===== config.mk =====
export PLATFORM = sky130hd
export DESIGN_NAME = uart_regbank
export DESIGN_NICKNAME = d
export VERILOG_FILES = /design/src/rtl/uart_regbank_pkg.sv /design/src/rtl/uart_regbank_rd_pipe.sv /design/src/rtl/uart_regbank.sv
export SDC_FILE = /design/constraint.sdc
export NUM_CORES = 1
export LEC_CHECK = 0
export BUFFER_PORTS_ARGS = -buffer_cell sky130_fd_sc_hd__buf_4
export CORE_UTILIZATION = 45
export CTS_BUF_LIST = sky130_fd_sc_hd__clkbuf_8
export CTS_CLUSTER_DIAMETER = 80
export DETAILED_ROUTE_END_ITERATION = 8
export HOLD_SLACK_MARGIN = 0.12
export PLACE_DENSITY = 0.76
export SETUP_SLACK_MARGIN = 0.1
export SYNTH_ARGS = -nofsm -noshare
export SYNTH_HDL_FRONTEND = slang
export SYNTH_SLANG_ARGS = --single-unit

===== constraint.sdc =====
create_clock -name CLK -period 1.6 [get_ports CLK]
set_input_delay 0.08 -clock CLK [delete_from_list [all_inputs] [get_ports CLK]]
set_output_delay 0.08 -clock CLK [all_outputs]
set_load 0.01 [all_outputs]

===== src/rtl/uart_regbank_pkg.sv =====
// rtl/uart_regbank_pkg.sv - shared widths, reset values, RO mask and read-pipe entry type for the UART register bank
package uart_regbank_pkg;

  localparam int DATA_WIDTH    = 8;
  localparam int ADDRESS_WIDTH = 4;
  localparam int RB_NUM_REGS   = 8;

  localparam logic [DATA_WIDTH-1:0] RB_RESET_VALS [RB_NUM_REGS] = '{
    8'h00, 8'h00, 8'h81, 8'h20, 8'h00, 8'h00, 8'h00, 8'h00
  };

  // Prescale register (2) is fixed after reset
  localparam logic [RB_NUM_REGS-1:0] RB_RO_MASK = 8'b0000_0100;

  typedef struct packed {
    logic                  valid;
    logic                  err;
    logic [DATA_WIDTH-1:0] data;
  } rb_rd_req_t;

  // Registers beyond the table reset to zero; the loop keeps the lookup in bounds
  function automatic logic [DATA_WIDTH-1:0] rb_reset_val(input int idx);
    rb_reset_val = '0;
    for (int i = 0; i < RB_NUM_REGS; i++) begin
      if (i == idx) rb_reset_val = RB_RESET_VALS[i];
    end
  endfunction

endpackage


===== src/rtl/uart_regbank_rd_pipe.sv =====
// rtl/uart_regbank_rd_pipe.sv - RD_LATENCY-deep read response shift register with zero-gated data
module uart_regbank_rd_pipe
  import uart_regbank_pkg::*;
#(
  parameter int RD_LATENCY = 1
) (
  input  logic       CLK,
  input  logic       RSTn,
  input  rb_rd_req_t req,
  output rb_rd_req_t rsp
);

  rb_rd_req_t req_gated;
  rb_rd_req_t stage [RD_LATENCY];

  // Empty slots carry all-zero so o_RdData is 0 whenever valid is low
  always_comb begin
    req_gated = req;
    if (!req.valid) req_gated = '0;
  end

  always_ff @(posedge CLK or negedge RSTn) begin
    if (!RSTn) begin
      for (int k = 0; k < RD_LATENCY; k++) stage[k] <= '0;
    end else begin
      stage[0] <= req_gated;
      for (int k = 1; k < RD_LATENCY; k++) stage[k] <= stage[k-1];
    end
  end

  assign rsp = stage[RD_LATENCY-1];

endmodule


===== src/rtl/uart_regbank.sv =====
// rtl/uart_regbank.sv - UART config register bank; UART_REGBANK_SHADOW_EN drives o_Regs from a commit-updated shadow
module uart_regbank #(
  parameter int                   DATA_WIDTH    = uart_regbank_pkg::DATA_WIDTH,
  parameter int                   ADDRESS_WIDTH = uart_regbank_pkg::ADDRESS_WIDTH,
  parameter int                   NUM_REGS      = uart_regbank_pkg::RB_NUM_REGS,
  parameter int                   RD_LATENCY    = 1,
  parameter logic [NUM_REGS-1:0]  RO_MASK       = NUM_REGS'(uart_regbank_pkg::RB_RO_MASK)
) (
  input  logic                           CLK,
  input  logic                           RSTn,
  input  logic                           i_WrEn,
  input  logic                           i_RdEn,
  input  logic [ADDRESS_WIDTH-1:0]       i_Address,
  input  logic [DATA_WIDTH-1:0]          i_WrData,
  input  logic                           i_Commit,
  output logic [DATA_WIDTH-1:0]          o_RdData,
  output logic                           o_RdData_Valid,
  output logic                           o_Err,
  output logic [NUM_REGS*DATA_WIDTH-1:0] o_Regs,
  output logic                           o_Cfg_Updated
);
  import uart_regbank_pkg::*;

  if (RD_LATENCY != 1 && RD_LATENCY != 2) begin : g_bad_latency
    $error("uart_regbank: RD_LATENCY must be 1 or 2");
  end
  if (NUM_REGS > (1 << ADDRESS_WIDTH)) begin : g_bad_depth
    $error("uart_regbank: NUM_REGS exceeds the address space");
  end
  if (DATA_WIDTH != uart_regbank_pkg::DATA_WIDTH) begin : g_bad_width
    $error("uart_regbank: DATA_WIDTH must match the package read-pipe entry");
  end

  logic [DATA_WIDTH-1:0] regs [NUM_REGS];
  logic [NUM_REGS-1:0]   addr_sel;
  logic [DATA_WIDTH-1:0] rd_mux;
  logic                  addr_ro;
  logic                  in_range;
  logic                  wr_legal;
  logic                  wr_err;
  logic                  rd_err;
  logic                  cfg_evt;
  logic                  wr_err_q;
  logic                  cfg_upd_q;
  rb_rd_req_t            rd_req;
  rb_rd_req_t            rd_rsp;

  // One-hot decode; an address past NUM_REGS selects nothing and reads as 0
  always_comb begin
    addr_sel = '0;
    rd_mux   = '0;
    addr_ro  = 1'b0;
    for (int i = 0; i < NUM_REGS; i++) begin
      if (i_Address == ADDRESS_WIDTH'(i)) begin
        addr_sel[i] = 1'b1;
        rd_mux      = regs[i];
        addr_ro     = RO_MASK[i];
      end
    end
  end

  assign in_range = |addr_sel;
  assign wr_legal = i_WrEn & in_range & ~addr_ro;
  assign wr_err   = i_WrEn & ~(in_range & ~addr_ro);
  assign rd_err   = i_RdEn & ~in_range;

  // A write error in a read cycle rides with that read, giving one pulse per event cycle
  assign rd_req.valid = i_RdEn;
  assign rd_req.err   = i_RdEn & (rd_err | wr_err);
  assign rd_req.data  = rd_mux;

  always_ff @(posedge CLK or negedge RSTn) begin
    if (!RSTn) begin
      for (int i = 0; i < NUM_REGS; i++) regs[i] <= rb_reset_val(i);
    end else begin
      for (int i = 0; i < NUM_REGS; i++) begin
        if (wr_legal && addr_sel[i]) regs[i] <= i_WrData;
      end
    end
  end

  always_ff @(posedge CLK or negedge RSTn) begin
    if (!RSTn) begin
      wr_err_q  <= 1'b0;
      cfg_upd_q <= 1'b0;
    end else begin
      wr_err_q  <= wr_err & ~i_RdEn;
      cfg_upd_q <= cfg_evt;
    end
  end

  uart_regbank_rd_pipe #(
    .RD_LATENCY (RD_LATENCY)
  ) u_rd_pipe (
    .CLK  (CLK),
    .RSTn (RSTn),
    .req  (rd_req),
    .rsp  (rd_rsp)
  );

`ifdef UART_REGBANK_SHADOW_EN
  logic [DATA_WIDTH-1:0] shadow [NUM_REGS];

  // Forward a same-cycle legal write so the commit captures the new value
  always_ff @(posedge CLK or negedge RSTn) begin
    if (!RSTn) begin
      for (int i = 0; i < NUM_REGS; i++) shadow[i] <= rb_reset_val(i);
    end else if (i_Commit) begin
      for (int i = 0; i < NUM_REGS; i++) begin
        shadow[i] <= (wr_legal && addr_sel[i]) ? i_WrData : regs[i];
      end
    end
  end

  for (genvar g = 0; g < NUM_REGS; g++) begin : g_oregs
    assign o_Regs[g*DATA_WIDTH +: DATA_WIDTH] = shadow[g];
  end

  assign cfg_evt = i_Commit;
`else
  logic unused_commit;
  assign unused_commit = i_Commit;

  for (genvar g = 0; g < NUM_REGS; g++) begin : g_oregs
    assign o_Regs[g*DATA_WIDTH +: DATA_WIDTH] = regs[g];
  end

  assign cfg_evt = wr_legal;
`endif

  assign o_RdData       = rd_rsp.data;
  assign o_RdData_Valid = rd_rsp.valid;
  assign o_Err          = rd_rsp.err | wr_err_q;
  assign o_Cfg_Updated  = cfg_upd_q;

endmodule

Yosys cells after proc, flatten, opt, wreduce, memory -nomap -nowiden

Cells that the tools add are included.

$add $sub $neg: 0
Multipliers: 0
Divide/modulo/power cells: 0
Order comparisons: 0
Eq/ne operators: 7
Shift operators: 0
Multiplexer cells: 22
Bitwise operators: 13
Reduce and logical (&&, ||, !) cells: 10

Operators with widths:

| operator                                                        | number |
|---|---|
| 8-bit 2-to-1 mux                                                | 8 |
| 4-bit by 3-bit == test with 1-bit output, second input constant | 4 |
| 1-bit 2-to-1 mux                                                | 13 |
| 10-bit 2-to-1 mux                                               | 1 |
| 4-bit by 2-bit == test with 1-bit output, second input constant | 2 |
| 1-bit logical AND                                               | 8 |
| 8-bit OR reduction                                              | 1 |
| 1-bit AND                                                       | 7 |
| 4-bit by 1-bit == test with 1-bit output, second input constant | 1 |
| 4-bit logical NOT                                               | 1 |
| 1-bit NOT                                                       | 4 |
| 1-bit bitwise OR                                                | 2 |

Bits in registers: 76
Latch bits: 0
Bits in writable memories: 0
ROM bits: 0
Input bits: 17
Output and inout port bits: 75
Logic and storage cells: 65
Memories kept: 0

Depth between registers and ports, before layout

Gate-level depths: netlist (run 1).

Depth in word-level cells: 14
Mapped depth: 7
Depth with buffers taken out: 4

Hierarchy

From an unflattened synthesis (run 1), not the netlist that was laid out.

Cells, all modules: 269
Area total of the unflattened synthesis: 3505.9 um^2

By module, submodules not included:

| module               | instances | cells each | area an instance (um^2) | seq. area each (um^2) |
|---|---|---|---|---|
| uart_regbank         | 1         | 250        | 3199.3                  | 1655.3 |
| uart_regbank_rd_pipe | 1         | 19         | 306.5                   | 250.2 |

Worst setup path after synthesis (run 1)

No wires, ideal clock.

Kind: input to register
From: input port i_Address[3]
To: register regs, in the netlist o_Regs[40]
Setup time: 125 ps
Data arrival time: 1191 ps
Required time: 1475 ps
Setup slack: 284 ps
Stages: 5
Path buffers: 2
Path through: buf_2 > nand2b_1 > buf_2 > nor3_4 > mux2_2

Word-level cells in the longest chain between the ends: 10
Elaborated cells between the ends (all ways): 26
Classes of those cells: eq/ne (7); mux (13); bitwise (3); reduce/logical (3)

RTL lines:

| element                                  | line               | text |
|---|---|---|
| start, declared                          | uart_regbank.sv:13 | `input logic [ADDRESS_WIDTH-1:0] i_Address,` |
| 4-bit by 2-bit == test with 1-bit output | uart_regbank.sv:54 | `if (i_Address == ADDRESS_WIDTH'(i)) begin` |
| 1-bit 2-to-1 mux (6 in a row)            | uart_regbank.sv:54 |  |
| 1-bit NOT                                | uart_regbank.sv:63 | `assign wr_legal = i_WrEn & in_range & ~addr_ro;` |
| 1-bit AND                                | uart_regbank.sv:63 |  |
| 1-bit logical AND (*)                    | uart_regbank.sv:77 | `if (wr_legal && addr_sel[i]) regs[i] <= i_WrData;` |
| end signal, assigned by index            | uart_regbank.sv:77 |  |
| end, declared                            | uart_regbank.sv:34 | `logic [DATA_WIDTH-1:0] regs [NUM_REGS];` |

Every way passes the cells marked *; elsewhere a longest branch is shown, timed or not.
A chain may end at the register's enable or synchronous reset.

Final worst setup path (run 1)

From: input port i_Address[3]
To: register wr_err_q

Word-level cells in the longest chain between the ends: 12
Elaborated cells between the ends (all ways): 27
Classes of those cells: eq/ne (7); mux (13); bitwise (5); reduce/logical (2)

RTL lines:

| element                                  | line               | text |
|---|---|---|
| 4-bit by 2-bit == test with 1-bit output | uart_regbank.sv:54 |  |
| 1-bit 2-to-1 mux (6 in a row)            | uart_regbank.sv:54 |  |
| 1-bit NOT                                | uart_regbank.sv:64 | `assign wr_err = i_WrEn & ~(in_range & ~addr_ro);` |
| 1-bit AND (*)                            | uart_regbank.sv:64 |  |
| 1-bit NOT (*)                            | uart_regbank.sv:64 |  |
| 1-bit AND (*)                            | uart_regbank.sv:64 |  |
| 1-bit AND (*)                            | uart_regbank.sv:87 | `wr_err_q <= wr_err & ~i_RdEn;` |
| end signal, assigned                     | uart_regbank.sv:87 |  |
| end, declared                            | uart_regbank.sv:43 | `logic wr_err_q;` |

Marked as above.

==> results of run 1 <==
## state kept, by name, summed over array words and instances, names as in the netlist
signal and flops:
wr_err_q 1, u_rd_pipe.rsp 10, o_Cfg_Updated 1, o_Regs 64
## logic make-up after synthesis
| family | after synthesis | synth area share (%) |
|---|---|---|
| multiplexers | 77 | 30.5 |
| AO/OA/AOI/OAI | 10 | 1.83 |
| AND/OR/NAND/NOR | 41 | 7.77 |
| buffers and inverters | 29 | 5.11 |
| flip-flops | 76 | 54.8 |
## cell type report
cell class | count | area [um^2] | share of cell area [%]
sequential | 76 | 1910 | 40.8
multi-input combinational | 128 | 1400 | 29.9
timing repair buffer | 128 | 996 | 21.3
clock buffer | 11 | 151 | 3.24
tap | 99 | 124 | 2.65
clock inverter | 5 | 98.8 | 2.12
## cells in the mapped netlist
cell type,number
a311oi_1,1
mux4_2,9
mux2_2,39
mux2_1,1
mux2_4,16
or4_1,2
nand2b_1,6
o21ai_0,5
a31oi_1,1
buf_4,13
or2_2,1
buf_2,4
buf_6,2
nand3b_1,2
and4b_1,1
mux2i_1,9
o31ai_1,1
nand2_2,1
nand4_1,1
nor3b_1,1
dfrtp_1,73
buf_1,1
nor3_4,3
mux4_1,3
and2_1,1
dfstp_2,3
nand3_1,3
o21a_1,1
nor2_2,1
nand4b_1,2
clkbuf_1,9
nand2b_2,1
nor2_1,11
a2111oi_0,1
nand2_1,3
or4bb_1,1
## worst paths after layout
| kind | startpoint | end | slack (ns) | cells past startpoint |
|---|---|---|---|---|
| worst max-delay path | i_Address[3] | wr_err_q | 0.27 | 5 |
| worst min-delay path | RSTn | o_Regs[15] | 0.26 | 2 |
| worst max register to register | o_Regs[40] | u_rd_pipe.rsp[0] | 0.34 | 3 |
| worst min register to register | o_Regs[23] | o_Regs[23] | 0.38 | 0 |
| max in group asynchronous | RSTn | o_Regs[4] | 0.77 | 3 |
| min in group CLK | i_Address[0] | u_rd_pipe.rsp[3] | 0.27 | 4 |
## power breakdown
| group | switching (mW) | total, mW | internal, mW |
|---|---|---|---|
| sequential | 0.294 | 2.57 | 2.28 |
| clock | 0.685 | 1.80 | 1.11 |
| combinational | 0.582 | 1.51 | 0.932 |
| total | 1.56 | 5.88 | 4.32 |
## worst max-delay path, stage by stage
cell and delay, ns:
buf_4 0.14, dlygate4sd3_1 0.59, nor2_1 0.14, nor3b_1 0.06, dlygate4sd3_1 0.55
## per-layer routing
| layer | vias to the layer above | global-route usage, % |
|---|---|---|
| li1 | 1055 | - |
| met1 | 1178 | 29.3 |
| met2 | 79 | 33.7 |
| met3 | 13 | 4.57 |
| met4 | 0 | 9.27 |
| met5 | - | 0 |
## metrics by stage
stage	setup WS, ns	hold WS (ns)	power [mW]
detailed placement	0.178	0.113	4.10
finish	0.268	0.261	5.88
floorplan	0.284	-0.216	3.31
CTS	0.300	0.245	5.92
global route	0.238	0.283	6.16
global placement	0.190	0.102	4.05
==> results_dict.tcl, run 1 <==
set metrics [dict create \
    status "finished clean" \
    netlist_area_um2 3480 \
    rsz0062_at_grt "no" \
    rows 31 \
    synth_area_leaders "dfrtp_1, mux2_2, mux2_4" \
    yosysTopAreaCellShare_pct 52.5 \
    topRoutingLayerUsed "met4" \
    cts_resized 0 \
    final_util_pct 63.4 \
    worstSetupStartpointType "input port" \
    end_kind "flop" \
    yosysWarnings 0 \
    grt-ovfl-total 0 \
    drt_iter0_drc 68 \
    drt-total-wl_mm 8.09 \
    num_antenna_cells 0 \
    hold_violations 0 \
    wl_met3_um 432 \
    drtPass1Iterations 4 \
    port_buffers 90 \
    powerDensity_nw_per_um2 1260 \
    clkSinkCount 76 \
    grt_pass1_wl_mm 13.1 \
    tns_ns 0 \
    die_h_um 89.9 \
    final_nets 360 \
    final_cell_mix "buf_4, dfrtp_1, mux2_2" \
    syn-instance-count 233 \
    cts-root-buf "clkbuf_8" \
    first_global_vias 2387 \
    finalSetupViolCount 0 \
    yosysUniqueCellTypes 36 \
    ctsHoldBuffers 14 \
    fillers 581 \
    design_area_um2 4670 \
    finClkSkew_ns 0.00561 \
    drive_gt1_share_pct 58.3 \
    worst_pin_slew_ns 0.550 \
    fmaxAchievable_mhz 751 \
    power_leakage_nw 2.28 \
    crit_arrival_ns 1.56 \
    ctsHtreeMaxLevel 3 \
    area_growth_pct 34.3 \
    synth_top_area_cell "dfrtp_1" \
    layout_worst_path_cycle_share_pct 83.2 \
    dp_hpwl_mm 5.65 \
    io_pins 92 \
    track_usage_pct 21.5 \
    antenna_found_initial 0 \
    dieWidth_um 89.9 \
    die-area_um2 8090 \
    place_area_um2 4280 \
    drtAntennaViolNets 0 \
    max-slew-margin-rel_pct 63.3 \
    post_drt_wl_per_cell_um 18.1 \
    dr_wl_met2_mm 3.88 \
    vias 2325 \
    seq_area_frac_synth_pct 54.8 \
    clkLatencyLatePin_ns 0.34 \
    core_um2 7370 \
    crit_type "in2reg" \
    cap_violations 0 \
    remaining_drc_errors 0 \
    syn_nets 250 \
    m1WireLength_mm 3.63 \
    hold_path.class "in2async" \
    cts_tree "yes" \
    cp_max_fo 7 \
    ys_ff_latch 76 \
    post_cts_buffers 0 \
    dp_cells 417 \
    min_period_ns 1.33 \
    path_clk_slew_ns 0.08 \
    drv_slew 0 \
    final_common_cell "buf_4" \
    gp_routability_congestion 0.778 \
    cts_buffers 9 \
    worst_ep_required_time_ns 1.83 \
    vias_per_cell 5.20 \
    fin_cells 447 \
    peakVddDrop_mv 0.804 \
    start_util_pct 47.2 \
    syn_avg_cell_area_um2 14.9 \
    grt_max_degree 44 \
    clk_path_buf_depth 2 \
]
Note: power is estimated with default switching activity, not from simulation.
==> run 2: changes to the inputs <==
- PLACE_DENSITY: 0.76 -> 0.79
- clock period: 1.6 -> 1.1 ns (I/O delays scaled with it)
==> results_dict.tcl, run 2 (synthesis gave the netlist of run 1 again) <==
set metrics [dict create \
    crit_type "reg2reg" \
    antenna_found_initial 0 \
    path_clk_slew_ns 0.08 \
    clk_path_buf_depth 2 \
    gp_routability_congestion 0.786 \
    cp_max_fo 2 \
    die_h_um 89.9 \
    total_power_mw 9.81 \
    use_met2_pct 42.6 \
    rows 31 \
    dieWidth_um 89.9 \
    crit_arrival_ns 1.57 \
    status "finished, violations left" \
    hold_violations 0 \
    start_util_pct 47.2 \
    remaining_drc_errors 0 \
    final_cell_mix "buf_6, dfrtp_1, buf_4" \
    top_usage_layer "met2" \
    ctsHtreeMaxLevel 3 \
    ff_latch_area_um2 1910 \
    worst_pin_slew_ns 0.420 \
    grt_use_met1_pct 32.7 \
    powerDensity_nw_per_um2 1700 \
    final_util_pct 78.5 \
    max-slew-margin-rel_pct 72.0 \
    die-area_um2 8090 \
    clkSinkCount 76 \
    first_global_vias 2872 \
    drtAntennaViolNets 0 \
    fmaxAchievable_mhz 748 \
    vias_per_cell 5.23 \
    post_drt_wl_per_cell_um 20.0 \
    grt_max_degree 77 \
    power_leakage_nw 2.82 \
    final_nets 429 \
    worstSetupStartpointType "flop" \
    fillers 383 \
    use_met3_pct 4.99 \
    track_usage_pct 25.1 \
    drt-total-wl_mm 10.3 \
    fin_ws_ns -0.237 \
    drive_gt1_share_pct 68.1 \
    grt-ovfl-total 0 \
    design_area_um2 5780 \
    rsz0062_at_grt "yes" \
    min_period_ns 1.34 \
    finalSetupViolCount 13 \
    tns_ns -1.21 \
    grt_pass1_wl_mm 15.5 \
    dp_hpwl_mm 6.17 \
    clkLatencyLatePin_ns 0.35 \
    cap_violations 0 \
    drv_slew 0 \
    hold_path.class "in2reg" \
    multi_input_area_um2 1540 \
    end_kind "flop" \
    fin_cells 516 \
    peakVddDrop_mv 0.949 \
    area_growth_pct 66.2 \
    violations "setup timing" \
    drtPass1Iterations 4 \
    vias 2698 \
    dp_cells 471 \
    largest_reg_flops 64 \
    port_buffers 90 \
    worst_ep_required_time_ns 1.33 \
    num_antenna_cells 0 \
    cts_buffers 9 \
    place_area_um2 4860 \
    final_common_cell "buf_6" \
    cts-root-buf "clkbuf_8" \
    cts_tree "yes" \
    layout_worst_path_cycle_share_pct 122 \
    core_um2 7370 \
    drt_iter0_drc 124 \
    finClkSkew_ns 0.00776 \
    io_pins 92 \
]
-- run 2: power by group --
part           leakage (nW)  internal, mW  switching (mW)
sequential            0.949          3.31           0.425
combinational          1.78          2.73            1.37
clock                0.0925         0.927            1.04
total                  2.82          6.97            2.84
-- run 2: worst max-delay path, stage by stage, from the launching register on --
cell     delay [ns]
dfrtp_1        0.40
mux4_2         0.50
mux2i_1        0.22
nor2_1         0.10
-- run 2: path summary, 6_finish.rpt --
check | start | endpoint | cells past startpoint | slack, ns
min in group asynchronous | RSTn | u_rd_pipe.rsp[7] | 3 | 0.25
min reg2reg | o_Regs[21] | o_Regs[21] | 0 | 0.43
min | i_Address[2] | u_rd_pipe.rsp[7] | 4 | 0.15
max reg2reg | o_Regs[57] | u_rd_pipe.rsp[1] | 3 | -0.24
max in group asynchronous | RSTn | o_Regs[16] | 3 | 0.49
max | o_Regs[57] | u_rd_pipe.rsp[1] | 3 | -0.24
-- run 2: metal layers --
layer	share of wire, %	wire [um]
met1	42	4360
met2	52	5400
met3	3.8	394
met4	1.4	147
met5	0	0
-- run 2: through the flow --
step,hold WS [ns],worst slack (ns)
final,0.146,-0.237
after global routing,0.171,-0.286
after CTS,0.129,-0.0923
after detailed placement,0.103,-0.270
after global placement,0.101,-0.252
after floorplan,-0.241,-0.141
-- run 2: final cells by class --
type                            instances  area share (%)
Tap cell                               99            2.14
Sequential cell                        76            33.0
Clock buffer                           11            2.62
Timing Repair Buffer                  197            35.1
Clock inverter                          5           0.498
Multi-Input combinational cell        128            26.7
-- run 2: repair_timing --
item                       4_1_cts  5_1_grt
hold endpoints to repair       138        0
pin swaps                        2        2
gates resized for setup        105       54
setup endpoints to repair       69       89
buffers inserted                13       31
hold buffers                    12        0
